## src/rtl/wb_arbiter.sv

```systemverilog
// Write-back arbiter: merges single-cycle ALU results and buffered LSU results into
// one register-file write port, with anti-starvation and a pending-load scoreboard.
module wb_arbiter #(
   parameter int FIFO_DEPTH = 2,
   parameter int STARVE_MAX = 4
) (
   input  logic        clk,
   input  logic        rst,
   input  logic        alu_valid,
   input  logic [4:0]  alu_rd,
   input  logic [31:0] alu_data,
   output logic        alu_stall,
   input  logic        lsu_valid,
   output logic        lsu_ready,
   input  logic [4:0]  lsu_rd,
   input  logic [31:0] lsu_data,
   input  logic        ld_issue,
   input  logic [4:0]  ld_rd,
   input  logic [4:0]  q_rs1,
   input  logic [4:0]  q_rs2,
   output logic        q_busy1,
   output logic        q_busy2,
   output logic        W_en,
   output logic [4:0]  Rd,
   output logic [31:0] Wr_data
);

   localparam int AW = (FIFO_DEPTH > 1) ? $clog2(FIFO_DEPTH) : 1;
   localparam int CW = AW + 1;
   localparam int SW = $clog2(STARVE_MAX + 1);
   localparam logic [CW-1:0] FULL_CNT   = CW'(FIFO_DEPTH);
   localparam logic [SW-1:0] STARVE_LIM = SW'(STARVE_MAX);

   logic [4:0]    fifo_rd   [FIFO_DEPTH];
   logic [31:0]   fifo_data [FIFO_DEPTH];
   logic [AW-1:0] head;
   logic [AW-1:0] tail;
   logic [CW-1:0] count;
   logic [SW-1:0] starve;
   logic [SW-1:0] starve_next;
   logic [31:0]   pending;
   logic [31:0]   set_vec;
   logic [31:0]   clr_vec;
   logic          wr_lsu;
   logic          fifo_empty;
   logic          forced;
   logic          push;
   logic          pop;
   logic          sel_valid;
   logic          sel_lsu;
   logic [4:0]    sel_rd;
   logic [31:0]   sel_data;

   assign fifo_empty = (count == {CW{1'b0}});
   assign lsu_ready  = (count != FULL_CNT);
   assign push       = lsu_valid & lsu_ready;
   assign forced     = !fifo_empty && (starve == STARVE_LIM);

   // Source selection: starving LSU head first, then ALU, then LSU.
   always_comb begin
      pop       = 1'b0;
      alu_stall = 1'b0;
      sel_valid = 1'b0;
      sel_lsu   = 1'b0;
      sel_rd    = fifo_rd[head];
      sel_data  = fifo_data[head];
      if (forced) begin
         pop       = 1'b1;
         sel_valid = 1'b1;
         sel_lsu   = 1'b1;
         alu_stall = alu_valid;
      end else if (alu_valid) begin
         sel_valid = 1'b1;
         sel_rd    = alu_rd;
         sel_data  = alu_data;
      end else if (!fifo_empty) begin
         pop       = 1'b1;
         sel_valid = 1'b1;
         sel_lsu   = 1'b1;
      end else begin
         sel_valid = 1'b0;
      end
   end

   // Starve counter: clears on pop or empty, otherwise saturating increment.
   always_comb begin
      starve_next = starve;
      if (pop || fifo_empty) begin
         starve_next = {SW{1'b0}};
      end else if (starve != STARVE_LIM) begin
         starve_next = starve + {{(SW-1){1'b0}}, 1'b1};
      end else begin
         starve_next = starve;
      end
   end

   // Scoreboard update vectors; a same-edge set overrides the clear.
   always_comb begin
      set_vec = 32'h0000_0000;
      clr_vec = 32'h0000_0000;
      if (ld_issue) begin
         set_vec = 32'h0000_0001 << ld_rd;
      end else begin
         set_vec = 32'h0000_0000;
      end
      if (W_en && wr_lsu) begin
         clr_vec = 32'h0000_0001 << Rd;
      end else begin
         clr_vec = 32'h0000_0000;
      end
   end

   // FIFO storage, written at the tail on each accepted LSU result.
   always_ff @(posedge clk) begin
      if (push) begin
         fifo_rd[tail]   <= lsu_rd;
         fifo_data[tail] <= lsu_data;
      end
   end

   // FIFO pointers, occupancy, starve counter and scoreboard state.
   always_ff @(posedge clk or posedge rst) begin
      if (rst) begin
         head    <= {AW{1'b0}};
         tail    <= {AW{1'b0}};
         count   <= {CW{1'b0}};
         starve  <= {SW{1'b0}};
         pending <= 32'h0000_0000;
      end else begin
         if (push) tail <= tail + {{(AW-1){1'b0}}, 1'b1};
         if (pop)  head <= head + {{(AW-1){1'b0}}, 1'b1};
         case ({push, pop})
            2'b10:   count <= count + {{(CW-1){1'b0}}, 1'b1};
            2'b01:   count <= count - {{(CW-1){1'b0}}, 1'b1};
            default: count <= count;
         endcase
         starve  <= starve_next;
         pending <= ((pending & ~clr_vec) | set_vec) & ~32'h0000_0001;
      end
   end

   // Registered write port; writes to x0 consume the slot but never enable.
   always_ff @(posedge clk or posedge rst) begin
      if (rst) begin
         W_en    <= 1'b0;
         Rd      <= 5'd0;
         Wr_data <= 32'h0000_0000;
         wr_lsu  <= 1'b0;
      end else if (sel_valid) begin
         W_en    <= (sel_rd != 5'd0);
         Rd      <= sel_rd;
         Wr_data <= sel_data;
         wr_lsu  <= sel_lsu;
      end else begin
         W_en    <= 1'b0;
         wr_lsu  <= 1'b0;
      end
   end

   assign q_busy1 = (q_rs1 != 5'd0) && pending[q_rs1];
   assign q_busy2 = (q_rs2 != 5'd0) && pending[q_rs2];

endmodule

```

## config.mk

```make
export PLATFORM = sky130hd
export DESIGN_NAME = wb_arbiter
export DESIGN_NICKNAME = d
export VERILOG_FILES = /design/src/rtl/wb_arbiter.sv
export SDC_FILE = /design/constraint.sdc
export NUM_CORES = 1
export LEC_CHECK = 0
export ABC_AREA = 1
export CORE_ASPECT_RATIO = 1.5
export CORE_UTILIZATION = 40
export CTS_CLUSTER_SIZE = 20
export DETAILED_ROUTE_END_ITERATION = 7
export GPL_TIMING_DRIVEN = 0
export PLACE_DENSITY = 0.67
export SLEW_MARGIN = 20
export SYNTH_ARGS = -nofsm -noshare
export SYNTH_HDL_FRONTEND = slang
export SYNTH_SLANG_ARGS = --single-unit
```

## constraint.sdc

```tcl
create_clock -name clk -period 2.4 [get_ports clk]
set_input_delay 0.48 -clock clk [delete_from_list [all_inputs] [get_ports clk]]
set_output_delay 0.48 -clock clk [all_outputs]
set_load 0.01 [all_outputs]
```

Word-level counts from Yosys, hierarchy flattened
Memories as Yosys holds them, arrays and structs flattened.
Index checks and enable logic that the tools add are counted.
{"block": "word_totals", "regBits": 77, "ramBits": 74, "in_bits": 94, "output_inout_bits": 42, "elab_cells": 64, "mem_count": 2}
{"block": "classes", "addsub": 5, "order_cmp": 2, "n_eq_ne": 5, "shifts": 2, "n_mux": 23, "n_bitwise": 4, "n_reduce_logical": 12}
{"name": "fifo_data", "words": 2, "word_bits": 32, "read_ports": 1, "rd_clocked_by_memory_dff": 0, "write_ports": 1, "line_no": "35", "source": "logic [31:0] fifo_data [FIFO_DEPTH];"}
{"name": "fifo_rd", "words": 2, "word_bits": 5, "read_ports": 1, "rd_clocked_by_memory_dff": 0, "write_ports": 1, "line_no": "34", "source": "logic [4:0] fifo_rd [FIFO_DEPTH];"}
{"op": "$mux W32", "count": 4}
{"op": "$shl A1 B5 Y32 const A", "count": 2}
{"op": "$and A32 B32 Y32", "count": 1}
{"op": "$not A32 Y32", "count": 1}
{"op": "$or A32 B32 Y32", "count": 1}
{"op": "$reduce_bool A5 Y1", "count": 3}
{"op": "$lt A5 B6 Y1 const B", "count": 2}
{"op": "$mux W1", "count": 12}
{"op": "$bmux W1 S5", "count": 2}
{"op": "$mux W5", "count": 2}
{"op": "$mux W3", "count": 2}
{"op": "$logic_and A1 B1 Y1", "count": 4}
{"op": "$pmux W2 S2", "count": 1}
{"op": "$reduce_bool A2 Y1", "count": 2}
{"op": "$add A3 B1 Y3 const B", "count": 1}
{"op": "$eq A3 B3 Y1 const B", "count": 1}
{"op": "$ne A3 B3 Y1 const B", "count": 1}
{"op": "$add A1 B1 Y1 const B", "count": 2}
{"op": "$add A2 B1 Y2 const B", "count": 1}
{"op": "$eq A2 B1 Y1 const B", "count": 1}
{"op": "$eq A2 B2 Y1 const B", "count": 1}
{"op": "$logic_not A2 Y1", "count": 1}
{"op": "$ne A2 B2 Y1 const B", "count": 1}
{"op": "$sub A2 B1 Y2 const B", "count": 1}
{"op": "other kinds (3)", "count": 3}

Longest topological paths before layout
Gate-level depths: netlist of the first run.
{"block": "depth", "depth_word": 6, "ltp_mapped": 13, "ltp_nobuf": 12}

Worst setup path after synthesis of the first run
No wires, ideal clock.
{"block": "synth_timing", "path_type": "register to register", "from": "register count[0]", "to": "memory fifo_data[1][0], enable pin", "setup_ns": 0.433, "t_arrival_ns": 2.301, "required_ns": 1.967, "slack_ns": -0.334, "stages_incl_launch_ff": 5, "path_buffers": 0, "period_less_slack_ns": 2.734, "path_cell_list": "dfrtp_1 inv_2 nand2_1 nand2_1 nor2_1"}
{"block": "synth_between", "elab_chain_cells": 4}
{"item": "from (decl)", "line_no": "38", "source": "logic [CW-1:0] count;"}
{"item": "from (signal assigned)", "line_no": "126", "source": "count <= {CW{1'b0}};"}
{"item": "from (signal assigned)", "line_no": "133", "source": "2'b10: count <= count + {{(CW-1){1'b0}}, 1'b1};"}
{"item": "from (signal assigned)", "line_no": "134", "source": "2'b01: count <= count - {{(CW-1){1'b0}}, 1'b1};"}
{"item": "$ne A2 B2 Y1", "line_no": "55", "source": "assign lsu_ready = (count != FULL_CNT);"}
{"item": "named net lsu_ready", "line_no": "14", "source": "output logic lsu_ready,"}
{"item": "$and A1 B1 Y1", "line_no": "56", "source": "assign push = lsu_valid & lsu_ready;"}
{"item": "$mux W1", "line_no": "115", "source": "if (push) begin"}
{"item": "$mux W1 (not written as such)", "line_no": "117", "source": "fifo_data[tail] <= lsu_data;"}
{"item": "to (decl)", "line_no": "35"}
The timed path passes the listed nets, and every way through them passes these cells.

Worst setup path after layout of the first run
{"block": "layout_timing", "from": "input port q_rs2[0]", "to": "output port q_busy2"}
{"block": "layout_between", "elab_chain_cells": 3, "elab_cells_between_ends": 4, "classes_between": "mux: 2; reduce/logical: 2"}
{"item": "from (decl)", "line_no": "20", "source": "input logic [4:0] q_rs2,"}
{"item": "$bmux W1 S5", "line_no": "161", "source": "assign q_busy2 = (q_rs2 != 5'd0) && pending[q_rs2];"}
{"item": "$mux W1 (not written as such)", "line_no": "161"}
{"item": "$logic_and A1 B1 Y1 (*)", "line_no": "161"}
{"item": "to (decl)", "line_no": "22", "source": "output logic q_busy2,"}
Mark *: on every way between the ends. The rest lies on a longest branch, timed or not. The select of a mux whose other input is x is not followed.

==> flow_summary.ini, run 1 <==
[sta]
final-hold-violation-count = 0
clock.fmax_ghz = 0.483
period_minus_slack_ps = 2070
setup_slack_ps = 329
worst_clock_skew_ps = 8.08
setup_viol = 0
setup_tns_ps = 0
worstMarginPinSlew_ps = 772
timing.final.crit_share_pct = 86.3
relSlewSlack_pct = 48.4
grt_setup_unrepaired = no
final_max_slew_viol_count = 0

[grt]
antenna_found_initial = 1
gr-total-overflow = 0
first_global_vias = 6012
grt_max_degree = 31
grt_usage_pct = 21.9
grt_pass1_wl_mm = 29.0

[route]
drt_wl_total_mm = 18.3
first_iter_violations = 273
dr.pass1.iters = 5
drc_errors = 0
drtAntennaViolNets = 0
wire_per_inst_um = 16.0
vias = 5786
via_per_inst = 5.07

[floorplan]
dieWidth_um = 109
io_pins = 136
die_y_um = 163
coreArea_mm2 = 0.0168
die-area_mm2 = 0.0179
initial_core_util_pct = 41.2
placementRows = 58

[cts]
cts_tree = yes
clk_latency_ps = 420
cts_root_buf = clkbuf_16
clkSlewWorstSetupHoldPaths_ps = 70
numCtsBuffers = 17
clockBufferDepth = 2
cts_sinks = 151
ctsHoldBuffers = 0
h-tree-depth = 4

[finish]
syn_to_final_growth_pct = 33.8
fillers = 1558
layout_common_cells = nand2_1, o21ai_0, clkdlybuf4s50_1
fin_nets = 1014
drive_gt1_share_pct = 10.6
final_common_cell = nand2_1

[setup_path]
cp_max_fo = 10
critPathKind = input port to primary output
cp-start-kind = input port
rr_startpoint = starve[0]
cp_data_required_time_ps = 1920
cp-startpoint = q_rs2[0]
end_kind = primary output
worstPathArrival_ps = 1590

[power]
finalPower_mw = 10.1
p_switching_mw = 3.61
swShare_pct = 35.6
combinationalPowerShare_pct = 34.3
p_seq_share_pct = 40.4
power.leakage_nw = 3.80
power.density_mw_per_mm2 = 1090
vdd.ir_drop.worst_mv = 0.729
clockPowerShare_pct = 25.3
internal_power_mw = 6.53

[placement]
hpwlAfterDp_mm = 14.0
port_buffers = 132
gp_congestion = 0.927
pre_cts_ws_ps = -494

[synthesis]
syn_nets = 856
synth.area.top_cells = edfxtp_1, dfrtp_1, o21ai_0
syn_inst = 759
synthesis.area_mm2 = 0.00693
ys_ff_latch = 151
ys_seq_area_share_pct = 59.9
synth.distinct_cells = 31
synth_top_area_share_pct = 32.1
yosysWarnings = 0
synthArstFlopShare_pct = 51.0
synth_top_area_cell = edfxtp_1
synth_edf_count = 74
yosys_most_used_dff = dfrtp_1
avgSynthCellArea_um2 = 9.13

[outcome]
status = finished clean

[run]
cap_violations = 0

[worst_hold_path]
min_path_type = input port to asynchronous set/reset pin
-- cells in the mapped netlist (2+ instances only) --
master,count
nand3_1,48
edfxtp_1,74
nand2_1,175
o211ai_1,3
a31oi_1,2
a21oi_1,3
o21ai_0,132
nor2_1,80
inv_2,5
buf_2,19
o21ai_1,28
dfrtp_1,77
buf_6,4
nor3_1,12
xor2_1,2
nand2_8,2
buf_4,4
inv_1,60
nand2_2,3
o22ai_1,2
nand4_1,5
xnor2_1,2
clkbuf_1,7
ha_1,3
-- worst max-delay path, stage by stage --
cell and delay, ps:
buf_4 140, inv_2 110, buf_4 190, nand2_1 70
nand3_1 80, nand3_1 90, nand3_1 110, nand2_1 70
nand2_1 50, nand2_1 40, dlymetal6s2s_1 160
-- metal layers --
metal,share of wire (%),up-vias,GRT usage (%),wire length (um)
met5,0,-,0,0
met4,4.9,0,13.2,902
met3,5.6,55,5.87,1030
met2,54,175,39.7,9790
met1,36,2698,21.7,6550
li1,-,2858,-,-
-- registers in the layout, summed over array words and instances (netlist names) --
register / count
fifo_data: 64
pending: 31
starve: 3
W_en: 1
Wr_data: 32
count: 2
tail: 1
wr_lsu: 1
fifo_rd: 10
head: 1
Rd: 5
-- cell type report --
| type | instances | area (um2) | share of cell area [%] |
|---|---|---|---|
| antenna | 1 | 2.50 | 0.0270 |
| buffer | 36 | 221 | 2.39 |
| clock buffer | 17 | 425 | 4.59 |
| clock inverter | 15 | 148 | 1.59 |
| inverter | 65 | 250 | 2.70 |
| multi-input combinational | 507 | 2370 | 25.5 |
| sequential | 151 | 4150 | 44.7 |
| tap | 210 | 263 | 2.83 |
| timing repair buffer | 139 | 1450 | 15.6 |
-- power by group through the flow --
stage,registers (mW),logic (mW),clock network (mW)
2_1_floorplan,4.17,1.87,0
3_3_place_gp,4.14,3.35,0
3_5_place_dp,4.14,3.50,0
4_1_cts,4.09,3.53,2.60
5_1_grt,4.19,3.91,2.71
6_report,4.10,3.48,2.56
-- what timing repair did --
action / in CTS / in global routing
setup buffers: 3 / 0
endpoints found under the setup margin: 3 / 3
gates resized for setup: 33 / 3
-- through the flow --
stage / std cells / util, % / area, um2 / hold WS [ps]
after floorplan: 759 / - / 6940 / 430
after global placement: 1101 / 50.6 / 8520 / 452
after detailed placement: 1105 / 51.3 / 8630 / 452
after CTS: 1140 / 55.0 / 9260 / 434
after global routing: 1141 / 55.1 / 9270 / 475
final: 1141 / 55.1 / 9270 / 431
-- path summary, 6_finish.rpt --
check	cells after the start	endpoint	slack (ps)
min reg2reg	1	starve[0]	460
min in group clk	1	starve[0]	460
min	2	Wr_data[1]	430
max reg2reg	12	count[1]	460
max in group asynchronous	4	tail	1240
max	11	q_busy2	330
-- cell families (layout without fill, tap and decap cells) --
| logic type | count (synthesis) | after routing | share of synthesized area, % |
|---|---|---|---|
| AND/OR/NAND/NOR | 329 | 329 | 19.9 |
| AO/OA/AOI/OAI | 171 | 171 | 12.6 |
| flip-flops | 151 | 151 | 59.9 |
| buffers and inverters | 101 | 272 | 6.64 |
| XOR/XNOR | 4 | 4 | 0.506 |
| adder cells (fa/ha/maj) | 3 | 3 | 0.542 |
| other | 0 | 1 | 0 |
No activity file was read; power rests on OpenSTA's default activity.
==> inputs of run 2 (changes only) <==
- TNS_END_PERCENT: not set -> 5
==> run 2 against run 1 <==
Core utilization fell by 0.097 points. Final area is 0.18% lower. Combinational power about the same. Routed wire length increased by 0.42%. Sequential power hardly changed. Via count increased by 0.14%. Global-route usage up 0.085 points. Register-to-register slack barely moved. Maximum frequency is 5.9% lower. Largest power group unchanged. Critical endpoint is now q_busy1. Sequential share of layout area grew 0.079 points. Clock power increased by 2%. Die area unchanged.
==> flow_summary.ini, run 2 (synthesis results as in run 1) <==
[setup_path]
cp-start-kind = input port
critPathKind = input port to primary output
cp_common_cell = nand2_1
cp_max_fo = 10
cp_top_family = buffers and inverters
critical_path.max_stage_delay_ps = 270
worstPathArrival_ps = 1720
cp-startpoint = q_rs1[0]
end_kind = primary output
ff2ff_path_depth = 12
r2r_end = count[1]
cp-endpoint = q_busy1
cp_num_buf_inv = 4
crit_chain = buf_4, inv_2, buf_4, nand2_1, nand3_1, nand3_1, nand3_1, nand2_1, nand2_1, nand2_1, dlygate4sd2_1
rr_startpoint = starve[0]
cp_data_required_time_ps = 1920
cpMaxStageDelayCell = dlygate4sd2_1
r2r_slack_ps = 450
path_depth = 11

[finish]
drive_gt1_share_pct = 10.4
layout_common_cells = nand2_1, o21ai_0, clkdlybuf4s50_1
top_register = fifo_data
fin_nets = 1013
final_area_mm2 = 0.00926
fillers = 1559
antennaDiodeCount = 0
final_common_cell = nand2_1
reg_top3 = fifo_data: 64 flops, Wr_data: 32 flops, pending: 31 flops
largest_reg_flops = 64
syn_to_final_growth_pct = 33.6

[grt]
grt_usage_pct = 21.9
gr-total-overflow = 0
first_global_vias = 5814
grt_pass1_wl_mm = 29.4
antenna_found_initial = 0
grt_max_degree = 42

[worst_hold_path]
min_path_type = input port to asynchronous set/reset pin

[run]
cap_violations = 0

[cts]
clkSlewWorstSetupHoldPaths_ps = 70
numCtsBuffers = 17
cts_tree = yes
h-tree-depth = 4
clockBufferDepth = 2
cts_sinks = 151
clk_latency_ps = 420
cts_root_buf = clkbuf_16

[floorplan]
coreArea_mm2 = 0.0168
initial_core_util_pct = 41.2
placementRows = 58
dieWidth_um = 109
die_y_um = 163
die-area_mm2 = 0.0179
io_pins = 136

[route]
drt_wl_total_mm = 18.3
via_per_inst = 5.09
m1WireLength_mm = 6.79
drc_errors = 0
wl_met2_mm = 9.78
top_layer_used = met4
vias = 5794
dr.pass1.iters = 4
wl_met3_mm = 1.14
first_iter_violations = 335
wire_per_inst_um = 16.1
drtAntennaViolNets = 0

[power]
swShare_pct = 35.8
internal_power_mw = 6.55
power.density_mw_per_mm2 = 1100
vdd.ir_drop.worst_mv = 0.812
clockPowerShare_pct = 25.6
power.leakage_nw = 3.79
p_switching_mw = 3.65
combinationalPowerShare_pct = 34.2
p_seq_share_pct = 40.2

[sta]
setup_tns_ps = 0
worstMarginPinSlew_ps = 578
clock.fmax_ghz = 0.454
final-hold-violation-count = 0
grt_setup_unrepaired = no
relSlewSlack_pct = 61.4
hold_slack_ps = 447
period_minus_slack_ps = 2200
setup_viol = 0
timing.final.crit_share_pct = 91.7
final_max_slew_viol_count = 0
worst_clock_skew_ps = 9.56

[placement]
gp_congestion = 0.916
hpwlAfterDp_mm = 13.7
placed_cell_area_mm2 = 0.00861
port_buffers = 132

[outcome]
status = finished clean
## run 2: cell type report
class | count | area, um2 | share of cell area [%]
Timing Repair Buffer | 138 | 1420 | 15.3
Clock inverter | 14 | 151 | 1.64
Inverter | 65 | 246 | 2.66
Sequential cell | 151 | 4150 | 44.8
Clock buffer | 18 | 439 | 4.74
Multi-Input combinational cell | 507 | 2370 | 25.6
Buffer | 36 | 221 | 2.39
Tap cell | 210 | 263 | 2.84
## run 2: routing by layer
metal,up-vias,GRT usage [%]
li1,2852,-
met1,2703,23.9
met2,201,39.3
met3,38,5.87
met4,0,9.58
met5,-,0
## run 2: timing repair
| item | in CTS | in global routing |
|---|---|---|
| gates cloned | 0 | 0 |
| setup buffers | 3 | 0 |
| hold buffers | 0 | 0 |
| endpoints found under the setup margin | 3 | 1 |
| resized for setup | 33 | 1 |
## run 2: power groups by stage
stage	registers (mW)	logic, mW	clock network, mW
3_5_place_dp	4.14	3.50	0
2_1_floorplan	4.17	1.86	0
4_1_cts	4.10	3.53	2.64
5_1_grt	4.19	3.92	2.75
6_report	4.10	3.49	2.61
3_3_place_gp	4.14	3.36	0
## run 2: worst min path at each step
stage | start | endpoint | slack (ps) | cells past startpoint
after floorplan | starve[0] | starve[0] | 430 | 1
after global placement | starve[0] | starve[0] | 450 | 1
after detailed placement | starve[0] | starve[0] | 470 | 1
after CTS | rst | Wr_data[12] | 450 | 2
after global routing | rst | Wr_data[13] | 500 | 2
final | rst | Wr_data[13] | 450 | 2
## run 2: worst reg2reg max path: stages, from the launching register on
cell     delay (ps)
dfrtp_1         400
inv_1            60
ha_1            130
nand2_1          60
inv_2            90
nand2_8          80
nand2_8         100
inv_2            60
a21oi_2         180
ha_1            290
a21oi_1         110
o21ai_0         110
xor2_1          150
## run 2: stage by stage
stage | cells | total power, mW | utilization (%) | worst slack [ps]
floorplan | 759 | 6.03 | - | -319
global placement | 1101 | 7.50 | 50.6 | -1710
detailed placement | 1104 | 7.64 | 51.1 | -466
CTS | 1139 | 10.3 | 55.0 | 31.5
global route | 1139 | 10.9 | 55.0 | 77.9
finish | 1139 | 10.2 | 55.0 | 199
==> inputs of run 3 (changes only) <==
- DONT_BUFFER_PORTS: not set -> 1
- PLACE_DENSITY: 0.67 -> 0.62
==> run 3 against run 2 <==
Register-to-register slack lost 80 ps. Sequential cell count is the same. Total power shrank 7.9%. Die area is the same. Via count shrank 9.6%. First-iteration DRC count grew 18%. Routed wire length shrank 4.2%. Core utilization shrank 8.2 points.
==> flow_summary.ini, run 3 (synthesis results as in run 1) <==
[floorplan]
die_y_um = 163
io_pins = 136
initial_core_util_pct = 41.2
die-area_mm2 = 0.0179
placementRows = 58
dieWidth_um = 109
coreArea_mm2 = 0.0168

[power]
power.leakage_nw = 3.22
power.density_mw_per_mm2 = 1190
vdd.ir_drop.worst_mv = 0.629

[setup_path]
worstPathArrival_ps = 1550
cp_data_required_time_ps = 1920
cp_max_fo = 10
critPathKind = input port to primary output
cp-start-kind = input port
cpMaxStageDelayCell = buf_4
critical_path.max_stage_delay_ps = 220
cp_common_cell = nand2_1
crit_chain = buf_2, inv_1, buf_4, nand2_1, nand3_1, nand2_1, nand2_1, nand3_1, nand3_1, nand2_1
r2r_slack_ps = 370
ff2ff_path_depth = 5
end_kind = primary output

[sta]
final-hold-violation-count = 0
clock.fmax_ghz = 0.493
setup_viol = 0
hold_slack_ps = 146
grt_setup_unrepaired = no
worstMarginPinSlew_ps = 759
worst_clock_skew_ps = 14.6
relSlewSlack_pct = 49.3
timing.final.crit_share_pct = 84.6
period_minus_slack_ps = 2030
final_max_slew_viol_count = 0

[grt]
grt_max_degree = 57
first_global_vias = 5230
grt_usage_pct = 20.6
gr-total-overflow = 0
grt_pass1_wl_mm = 27.4
antenna_found_initial = 0

[cts]
h-tree-depth = 4
clkSlewWorstSetupHoldPaths_ps = 70
cts_sinks = 151
clk_latency_ps = 420
cts_root_buf = clkbuf_16
cts_resized = 0
numCtsBuffers = 17
cts_tree = yes
clockBufferDepth = 2

[route]
wire_per_inst_um = 17.5
first_iter_violations = 394
dr.pass1.iters = 5
wl_met3_mm = 1.36
via_per_inst = 5.21
drt_wl_total_mm = 17.6
vias = 5239
wl_met2_mm = 9.43
drc_errors = 0
m1WireLength_mm = 6.36
top_layer_used = met4
drtAntennaViolNets = 0

[finish]
layout_common_cells = nand2_1, o21ai_0, nor2_1
antennaDiodeCount = 0
top_register = fifo_data
drive_gt1_share_pct = 9.94
reg_top3 = fifo_data: 64 flops, Wr_data: 32 flops, pending: 31 flops
fillers = 1626
regArea_mm2 = 0.00415
syn_to_final_growth_pct = 13.5
fin_nets = 879
largest_reg_flops = 64
multi_input_area_mm2 = 0.00234
final_common_cell = nand2_1
final_area_mm2 = 0.00787

[worst_hold_path]
min_path_type = input port to flip-flop
holdPathStages = 0

[run]
cap_violations = 0

[placement]
hpwlAfterDp_mm = 13.1
port_buffers = 0
gp_congestion = 0.905
placed_cell_area_mm2 = 0.00729

[outcome]
status = finished clean
==> run 3: path summary, 6_finish.rpt <==
| path | from | to |
|---|---|---|
| worst max-delay path | q_rs1[0] | q_busy1 |
| worst min-delay path | lsu_data[22] | fifo_data[1][22] |
| worst max register to register | count[0] | fifo_data[0][28] |
| worst min register to register | starve[0] | starve[0] |
| max in group asynchronous | rst | starve[2] |
| min in group asynchronous | rst | Wr_data[0] |
==> run 3: worst max-delay path, delay by kind of cell <==
family,cells,cell delay [ps]
buf+inv,3,550
simple gates,7,530
==> run 3: through the flow <==
stage / util (%) / power (mW) / TNS [ps] / cells / setup slack, ps
2_1_floorplan: - / 6.03 / -15390 / 759 / -319
3_3_place_gp: 42.7 / 6.74 / -146410 / 969 / -1400
3_5_place_dp: 43.3 / 6.89 / 0 / 972 / 344
4_1_cts: 46.7 / 9.48 / 0 / 1005 / 327
5_1_grt: 46.7 / 10.0 / 0 / 1005 / 197
6_report: 46.7 / 9.38 / 0 / 1005 / 370
==> run 3: routing by layer <==
metal  vias to the layer above  track usage (%)
met2                       190             37.5
met4                         0             8.06
met1                      2428             21.5
met5                         -                0
met3                        29             6.50
li1                       2592                -
==> run 3: cell type report <==
| cell class | count | share of cell area [%] |
|---|---|---|
| Tap cell | 210 | 3.34 |
| Inverter | 65 | 3.13 |
| Sequential cell | 151 | 52.7 |
| Multi-Input combinational cell | 507 | 29.7 |
| Clock buffer | 18 | 5.45 |
| Timing Repair Buffer | 4 | 1.18 |
| Buffer | 36 | 2.75 |
| Clock inverter | 14 | 1.73 |
==> run 3: power by group <==
part	internal (mW)	switching, mW	total, mW
Combinational	0.844	1.68	2.52
Sequential	3.66	0.638	4.29
Clock	1.38	1.19	2.57
==> run 3: timing repair <==
item | in CTS | in global routing
setup buffers | 0 | 0
hold buffers | 1 | 0
hold endpoints to repair | 21 | 0
